[src/rtl/capture_scheduler.sv]
// capture_scheduler: sequences the frame-capture writer (request merge, SOF-aligned
// trigger, completion timeout) and arbitrates the frame buffer between shared
// reader locks and the exclusive, writer-priority capture.
//
// Ports:
//   clk, rst_n            clock, asynchronous active-low reset
//   frame_start_i         one-cycle pulse on the first pixel of a frame
//   sw_req_i              one-cycle software capture request
//   auto_en_i             enables periodic capture
//   auto_period_i         frames between auto captures (0 behaves as 1)
//   capture_trigger_o     one-cycle start pulse to the writer
//   capturing_i           writer is actively capturing
//   capture_complete_i    writer finished-frame pulse
//   rd_req_i / rd_gnt_o   per-reader read-lock request / grant (levels)
//   frame_ready_o         buffer holds a complete, valid frame
//   busy_o                scheduler is not idle
//   timeout_err_o         sticky capture timeout fault
//   err_clear_i           clears the fault and returns to idle
//
// Optional feature macro CAPTURE_STATS_EN adds saturating counters
// frames_captured_o and requests_dropped_o (width CNT_W).
module capture_scheduler #(
    parameter int NUM_READERS    = 4,
    parameter int PERIOD_W       = 8,
    parameter int TIMEOUT_CYCLES = 614400
`ifdef CAPTURE_STATS_EN
    ,
    parameter int CNT_W          = 16
`endif
) (
    input  logic                   clk,
    input  logic                   rst_n,
    input  logic                   frame_start_i,
    input  logic                   sw_req_i,
    input  logic                   auto_en_i,
    input  logic [PERIOD_W-1:0]    auto_period_i,
    output logic                   capture_trigger_o,
    input  logic                   capturing_i,
    input  logic                   capture_complete_i,
    input  logic [NUM_READERS-1:0] rd_req_i,
    output logic [NUM_READERS-1:0] rd_gnt_o,
    output logic                   frame_ready_o,
    output logic                   busy_o,
    output logic                   timeout_err_o,
    input  logic                   err_clear_i
`ifdef CAPTURE_STATS_EN
    ,
    output logic [CNT_W-1:0]       frames_captured_o,
    output logic [CNT_W-1:0]       requests_dropped_o
`endif
);
    localparam int TO_W = $clog2(TIMEOUT_CYCLES + 1);

    typedef enum logic [2:0] {IDLE, WAIT_SOF, ARMED, CAPTURE, FAULT} state_t;

    state_t                 state_q, state_d;
    logic                   pending_q, pending_d;
    logic                   frame_ready_q, frame_ready_d;
    logic                   timeout_err_q, timeout_err_d;
    logic [PERIOD_W-1:0]    frm_cnt_q, frm_cnt_d;
    logic [TO_W-1:0]        to_cnt_q, to_cnt_d;
    logic [NUM_READERS-1:0] rd_gnt_q, rd_gnt_d;
    logic [PERIOD_W:0]      frm_next, period_eff;
    logic                   auto_hit, req_any, trig, grant_ok;

    assign frm_next   = {1'b0, frm_cnt_q} + (PERIOD_W+1)'(1);
    assign period_eff = (auto_period_i == '0) ? (PERIOD_W+1)'(1) : {1'b0, auto_period_i};
    // >= rather than == so a period shortened mid-count still fires promptly
    assign auto_hit   = auto_en_i && frame_start_i && (frm_next >= period_eff);
    assign frm_cnt_d  = (!auto_en_i || auto_hit) ? '0 : frame_start_i ? frm_next[PERIOD_W-1:0] : frm_cnt_q;
    // requests are discarded while faulted; err_clear also drops anything queued
    assign req_any    = (sw_req_i || auto_hit) && (state_q != FAULT);

    // pending=0 already rules out the IDLE->WAIT_SOF transition this cycle
    assign grant_ok = (state_q == IDLE) && frame_ready_q && !pending_q;
    assign rd_gnt_d = rd_req_i & (rd_gnt_q | {NUM_READERS{grant_ok}});

    always_comb begin
        state_d       = state_q;
        trig          = 1'b0;
        pending_d     = pending_q;
        frame_ready_d = frame_ready_q;
        timeout_err_d = timeout_err_q;
        to_cnt_d      = to_cnt_q;
        unique case (state_q)
            IDLE: state_d = (pending_q && rd_gnt_q == '0) ? WAIT_SOF : IDLE;
            WAIT_SOF: begin
                if (frame_start_i) begin
                    trig          = 1'b1;
                    frame_ready_d = 1'b0;
                    pending_d     = 1'b0;
                    to_cnt_d      = '0;
                    state_d       = ARMED;
                end
            end
            ARMED, CAPTURE: begin
                to_cnt_d = to_cnt_q + TO_W'(1);
                if (state_q == CAPTURE && capture_complete_i) begin
                    frame_ready_d = 1'b1;
                    state_d       = IDLE;
                end else if (to_cnt_q == TO_W'(TIMEOUT_CYCLES - 1)) begin
                    timeout_err_d = 1'b1;
                    state_d       = FAULT;
                end else if (state_q == ARMED && capturing_i) begin
                    state_d = CAPTURE;
                end
            end
            FAULT: begin
                if (err_clear_i) begin
                    timeout_err_d = 1'b0;
                    pending_d     = 1'b0;
                    state_d       = IDLE;
                end
            end
            default: state_d = IDLE;
        endcase
        // applied last so a request in the trigger cycle queues the next capture
        if (req_any) pending_d = 1'b1;
    end

    always_ff @(posedge clk or negedge rst_n) begin
        if (!rst_n) begin
            state_q       <= IDLE;
            pending_q     <= 1'b0;
            frame_ready_q <= 1'b0;
            timeout_err_q <= 1'b0;
            frm_cnt_q     <= '0;
            to_cnt_q      <= '0;
            rd_gnt_q      <= '0;
        end else begin
            state_q       <= state_d;
            pending_q     <= pending_d;
            frame_ready_q <= frame_ready_d;
            timeout_err_q <= timeout_err_d;
            frm_cnt_q     <= frm_cnt_d;
            to_cnt_q      <= to_cnt_d;
            rd_gnt_q      <= rd_gnt_d;
        end
    end

    assign capture_trigger_o = trig;
    assign rd_gnt_o          = rd_gnt_q;
    assign frame_ready_o     = frame_ready_q;
    assign busy_o            = state_q != IDLE;
    assign timeout_err_o     = timeout_err_q;

`ifdef CAPTURE_STATS_EN
    logic [CNT_W-1:0] frames_q, frames_d, dropped_q, dropped_d;

    assign frames_d  = (state_q == CAPTURE && capture_complete_i && frames_q != '1) ? frames_q + CNT_W'(1) : frames_q;
    // a request merged into an already-pending capture; not counted when it re-queues at the trigger
    assign dropped_d = (req_any && pending_q && !trig && dropped_q != '1) ? dropped_q + CNT_W'(1) : dropped_q;

    always_ff @(posedge clk or negedge rst_n) begin
        if (!rst_n) begin
            frames_q  <= '0;
            dropped_q <= '0;
        end else begin
            frames_q  <= frames_d;
            dropped_q <= dropped_d;
        end
    end

    assign frames_captured_o  = frames_q;
    assign requests_dropped_o = dropped_q;
`endif
endmodule

[config.mk]
export PLATFORM = sky130hd
export DESIGN_NAME = capture_scheduler
export DESIGN_NICKNAME = d
export VERILOG_FILES = /design/src/rtl/capture_scheduler.sv
export SDC_FILE = /design/constraint.sdc
export NUM_CORES = 1
export LEC_CHECK = 0
export ABC_AREA = 1
export CAP_MARGIN = 15
export CELL_PAD_IN_SITES_DETAIL_PLACEMENT = 0
export CELL_PAD_IN_SITES_GLOBAL_PLACEMENT = 1
export CORE_MARGIN = 3
export CORE_UTILIZATION = 40
export DETAILED_ROUTE_END_ITERATION = 12
export PLACE_DENSITY_LB_ADDON = 0.25
export SLEW_MARGIN = 15
export SYNTH_ARGS = -nofsm -noshare
export SYNTH_HDL_FRONTEND = slang
export SYNTH_SLANG_ARGS = --single-unit
export TNS_END_PERCENT = 5
[constraint.sdc]
create_clock -name clk -period 2.3 [get_ports clk]
set_input_delay 0.46 -clock clk [delete_from_list [all_inputs] [get_ports clk]]
set_output_delay 0.46 -clock clk [all_outputs]
set_load 0.03 [all_outputs]
* Yosys cells after proc, flatten, opt, wreduce, memory -nomap -nowiden
Index checks and enable logic that the tools add are counted.
** Word-level totals
- Output and inout port bits :: 8
- Input bits :: 20
- Bits in registers :: 38
- Logic and storage cells :: 75
** Operators by class
- Equality and inequality tests :: 14
- Reductions and logical operators :: 26
- Magnitude comparators :: 1
- Bitwise logic cells :: 2
- Mux-type cells :: 23
- Add/sub/neg operators :: 2
** Operators by type and width (number)
- $pmux W20 S2 :: 1
- $mux W8 :: 3
- $add A20 B1 Y20 const B :: 1
- $eq A20 B20 Y1 const B :: 1
- $mux W20 :: 1
- $mux W3 :: 5
- $pmux W3 S4 :: 1
- $ne A2 B2 Y1 const B :: 5
- $add A8 B1 Y9 const B :: 1
- $ge A9 B8 Y1 :: 1
- $mux W1 :: 9
- $ne A3 B3 Y1 const B :: 3
- $reduce_and A3 Y1 :: 3
- $logic_and A1 B1 Y1 :: 8
- $logic_not A8 Y1 :: 1
- $eq A3 B2 Y1 const B :: 2
- $pmux W1 S2 :: 3
- $reduce_bool A2 Y1 :: 3
- $reduce_bool A3 Y1 :: 2
- $and A4 B4 Y4 :: 1
- $logic_not A4 Y1 :: 1
- $ne A4 B4 Y1 const B :: 1
- $or A4 B4 Y4 :: 1
- $reduce_and A4 Y1 :: 1
- other kinds (7) :: 9

* Depth between registers and ports, before layout
- Word-level depth :: 8
- Mapped depth :: 16
- Mapped depth without buffers :: 16

* Worst setup path after synthesis
OpenSTA, ideal clock, no wires.
- Kind :: register to register
- Start point :: register frm_cnt_q[0]
- End point :: register frm_cnt_q[7]
- Buffers on the path :: 0
- Slack :: 269 ps
- Arrival time :: 1949 ps
- Data required time :: 2217 ps
- Stages on the path, launching flop included :: 13
- Period minus slack after synthesis :: 2031 ps
- Library setup time :: 83 ps
- Cell sequence :: dfrtp_1 -> ha_1 -> nand3_1 -> nor3_1 -> xor2_1 -> ha_1 -> a21oi_1 -> nand2_1 -> nand2_1 -> nand3_1 -> inv_1 -> nand2_1 -> o21ai_0
** Between the ends
- Longest elaborated chain between the ends :: 5
- Elaborated cells between the ends (all ways) :: 7
- Those cells by class :: 1 x add/sub; 1 x order compare; 2 x mux; 3 x reduce/logical
** RTL lines
- start, declared :: RTL line 60 : logic [PERIOD_W-1:0] frm_cnt_q, frm_cnt_d;
- start signal, assigned :: RTL line 135 : frm_cnt_q <= frm_cnt_d;
- $add A8 B1 Y9 * :: RTL line 66 : assign frm_next = {1'b0, frm_cnt_q} + (PERIOD_W+1)'(1);
- $ge A9 B8 Y1 :: RTL line 69 : assign auto_hit = auto_en_i && frame_start_i && (frm_next >= period_eff);
- $logic_and A1 B1 Y1 :: RTL line 69
- $logic_or A1 B1 Y1 :: RTL line 70 : assign frm_cnt_d = (!auto_en_i || auto_hit) ? '0 : frame_start_i ? frm_next[PERIOD_W-1:0] : frm_cnt_q;
- $mux W8 or $reduce_bool A2 Y1 (tied branches)
Every way passes the cells marked *; elsewhere a longest branch is shown, timed or not. The select of a mux whose other input is x is not followed.
A chain may end at the register's enable or synchronous reset.

* Final worst setup path
- Start point :: register frm_cnt_q[1]
- End point :: register frm_cnt_q[0]
** Between the ends
- Longest elaborated chain between the ends :: 5
- Elaborated cells between the ends (all ways) :: 6
- Those cells by class :: 1 x add/sub; 1 x order compare; 1 x mux; 3 x reduce/logical
** RTL lines (RTL line)
- $add A8 B1 Y9 * :: 66
- $ge A9 B8 Y1 * :: 69
- $logic_and A1 B1 Y1 * :: 69
- $logic_or A1 B1 Y1 * :: 70
- $mux W8 or $reduce_bool A2 Y1 (tied branches)
Every way passes the cells marked *; elsewhere a longest branch is shown, timed or not.

==> flow_metrics.py <==
metrics = {
    "outcome": {
        "outcome": "complete, no violations",
    },
    "synth": {
        "yosysTopAreaCell": "dfrtp_1",
        "seq_area_frac_synth_pct": 40.4,
        "synth_top_flop_cell": "dfrtp_1",
        "netlist_area_sq_mm": 0.00235,
        "synth_edf_count": 0,
        "syn_avg_cell_area_sq_um": 7.51,
        "async_reset_ff_share_pct": 100,
        "ys_seq_elements": 38,
        "synth_area_leaders": "dfrtp_1 40%, nand2_1 12%, inv_1 9.3%, ha_1 5.3%, nand3_1 4.9%",
        "yosysWarnings": 0,
        "synth_top_area_share_pct": 40.4,
        "netlist_instances": 313,
        "synth.distinct_cells": 29,
        "synth_fp_nets": 343,
    },
    "power_and_ir_drop": {
        "p_per_area_mw_per_mm2": 759,
        "power.leakage_uw": 0.00141,
        "power_uw": 2220,
        "ir_worst_vdd_v": 0.000399,
    },
    "setup_path": {
        "worstRegToRegCells": 11,
        "crit_type": "flop to flop",
        "timing.rr.end": "frm_cnt_q[0]",
        "worstReg2RegStart": "frm_cnt_q[1]",
        "slowest_delay_ps": 380,
        "cp_data_required_time_ps": 2510,
        "slowest_stage": "dfrtp_1",
        "rrSetupSlack_ps": 150,
        "crit_fanout": 3,
        "cp_cell_sequence": "ha_2, nand3_2, nor3_4, xor2_2, ha_1, a21oi_1, nand2_1, nand2_1, nand3_2, buf_4, mux2i_1",
        "start_kind": "flop",
        "endpoint_kind": "flop",
        "cp.arrival_ps": 2360,
    },
    "timing": {
        "rsz0062_at_grt": "true",
        "fin_worst_skew_ps": 5.23,
        "tightest_slew_ps": 389,
        "slew_headroom_pct": 73.9,
        "slew_violations": 0,
        "clock.fmax_ghz": 0.466,
        "min_period_over_period_pct": 93.3,
        "finalHoldViolCount": 0,
        "finalSetupTns_ps": 0,
        "fin_crit_ps": 2150,
        "finalSetupViolations": 0,
    },
    "die": {
        "start_util_pct": 41.9,
        "fp.dieArea_sq_mm": 0.00683,
        "die_y_um": 82.7,
        "die_w_um": 82.7,
        "pin_count": 28,
        "fp-row-count": 27,
        "core_sq_mm": 0.00561,
    },
    "global_route": {
        "antenna_found_initial": 0,
        "grt_overflow": 0,
        "grt_pass1_wl_um": 8870,
        "grt_pass1_vias": 1970,
        "grt_max_degree": 18,
        "grt_usage_pct": 17.2,
    },
    "detailed_routing": {
        "vias": 2101,
        "drt-initial-drc-count": 117,
        "m1WireLength_um": 2590,
        "drtPass1Iterations": 4,
        "wl_per_cell_um": 12.5,
        "drc": 0,
        "wl_met3_um": 157,
        "met2_length_um": 2510,
        "routed_via_density": 4.92,
        "ant_nets": 0,
        "drt_wl_total_um": 5330,
        "top_layer": "met4",
    },
    "cells_and_area": {
        "utilization_pct": 52.1,
        "final_layout_size_suffix_gt1_share_pct": 11.3,
        "mostFrequentLayoutCells": "74 x nand2_1, 57 x inv_1, 38 x dfrtp_1",
        "areaGrowthSynthToFinish_pct": 24.3,
        "diodes": 0,
        "nets": 384,
        "layout_commonest_cell": "nand2_1",
    },
    "cts": {
        "htreeDepth": 2,
        "cts_sinks": 38,
        "clk_path_buf_depth": 2,
        "cts-root-buf": "clkbuf_8",
        "clk_latency_ps": 290,
        "cts.clk_slew.worst_paths_ps": 80,
        "cts_tree": "yes",
        "cts_inserted_buffers": 5,
    },
    "worst_hold_path": {
        "hp-class": "primary input to async pin",
    },
    "place": {
        "gp_congestion": 0.804,
        "port_buffers": 27,
        "dpl.hpwl_um": 4080,
    },
    "job": {
        "cap_violations": 0,
    },
}
-- power by group --
| group | total, uW | switching [uW] | internal (uW) |
|---|---|---|---|
| combinational | 781 | 502 | 279 |
| sequential | 953 | 151 | 802 |
| clock | 483 | 242 | 241 |
-- how the worst max path moves through the flow --
| stage | from | to | depth (start not counted) |
|---|---|---|---|
| final | frm_cnt_q[1] | frm_cnt_q[0] | 11 |
| after global routing | frm_cnt_q[1] | frm_cnt_q[4] | 15 |
| after CTS | auto_period_i[1] | frm_cnt_q[4] | 15 |
| after detailed placement | auto_period_i[1] | frm_cnt_q[5] | 15 |
| after global placement | auto_period_i[1] | frm_cnt_q[7] | 15 |
| after floorplan | frm_cnt_q[0] | frm_cnt_q[7] | 12 |
-- cells in the mapped netlist (3+ instances only) --
cell      count
dfrtp_1      38
xor2_1        8
inv_1        58
nor3_1       19
a21boi_0      4
nand2_4       3
ha_1         10
nand4_1      11
nand2_1      74
nor2_1       17
a21oi_1      14
o21ai_0      15
nand3_1      23
-- metrics by stage --
stage               cell area [sq um]  setup slack [ps]  hold WS (ps)  std cells
finish                           2920               153           504        427
global route                     2920             -17.6           518        427
CTS                              2850              45.3           500        426
detailed placement               2740              -270           285        417
global placement                 2740              -156           286        417
floorplan                        2350               269           164        313
-- worst max-delay path, delay by kind of cell, from the launching register on --
kind,cells,cell delay (ps)
and+or+nand+nor,5,620
muxes,1,120
AOI/OAI and AO/OA,1,160
adders and majority gates,2,470
buffers and inverters,1,150
DFF,1,380
xor gates and xnor gates,1,180
-- state kept, by name, indices dropped and copies added, names as in the netlist --
signal	count
rd_gnt_o	4
frame_ready_o	1
state_q	3
pending_q	1
to_cnt_q	20
frm_cnt_q	8
timeout_err_o	1
-- logic make-up after synthesis --
group	Yosys count	share of synthesized area, %
mux	1	0.426
xor+xnor	8	2.98
buf+inv	61	9.79
simple gates	155	31.3
compound gates	40	9.69
flops	38	40.4
fa+ha+maj	10	5.32
-- what timing repair did --
item | in CTS | in global routing
buffers inserted | 0 | 1
endpoints found under the setup margin | 0 | 10
resized for setup | 0 | 13
hold buffers | 1 | 0
hold endpoints to repair | 4 | 0
-- metal layers --
| layer | up-vias | track usage, % |
|---|---|---|
| met1 | 956 | 22.4 |
| met4 | 0 | 5.07 |
| li1 | 1104 | - |
| met2 | 34 | 29.0 |
| met5 | - | 0 |
| met3 | 7 | 3.36 |
-- layout make-up --
class,instances,area [sq um]
clock inverters,2,12.5
fillers,557,2690
inverters,60,225
multi-input cells,214,1230
clock buffers,6,82.6
well taps,72,90.1
flip-flops and latches,38,951
repair buffers,35,328
No activity file was read; power rests on OpenSTA's default activity.
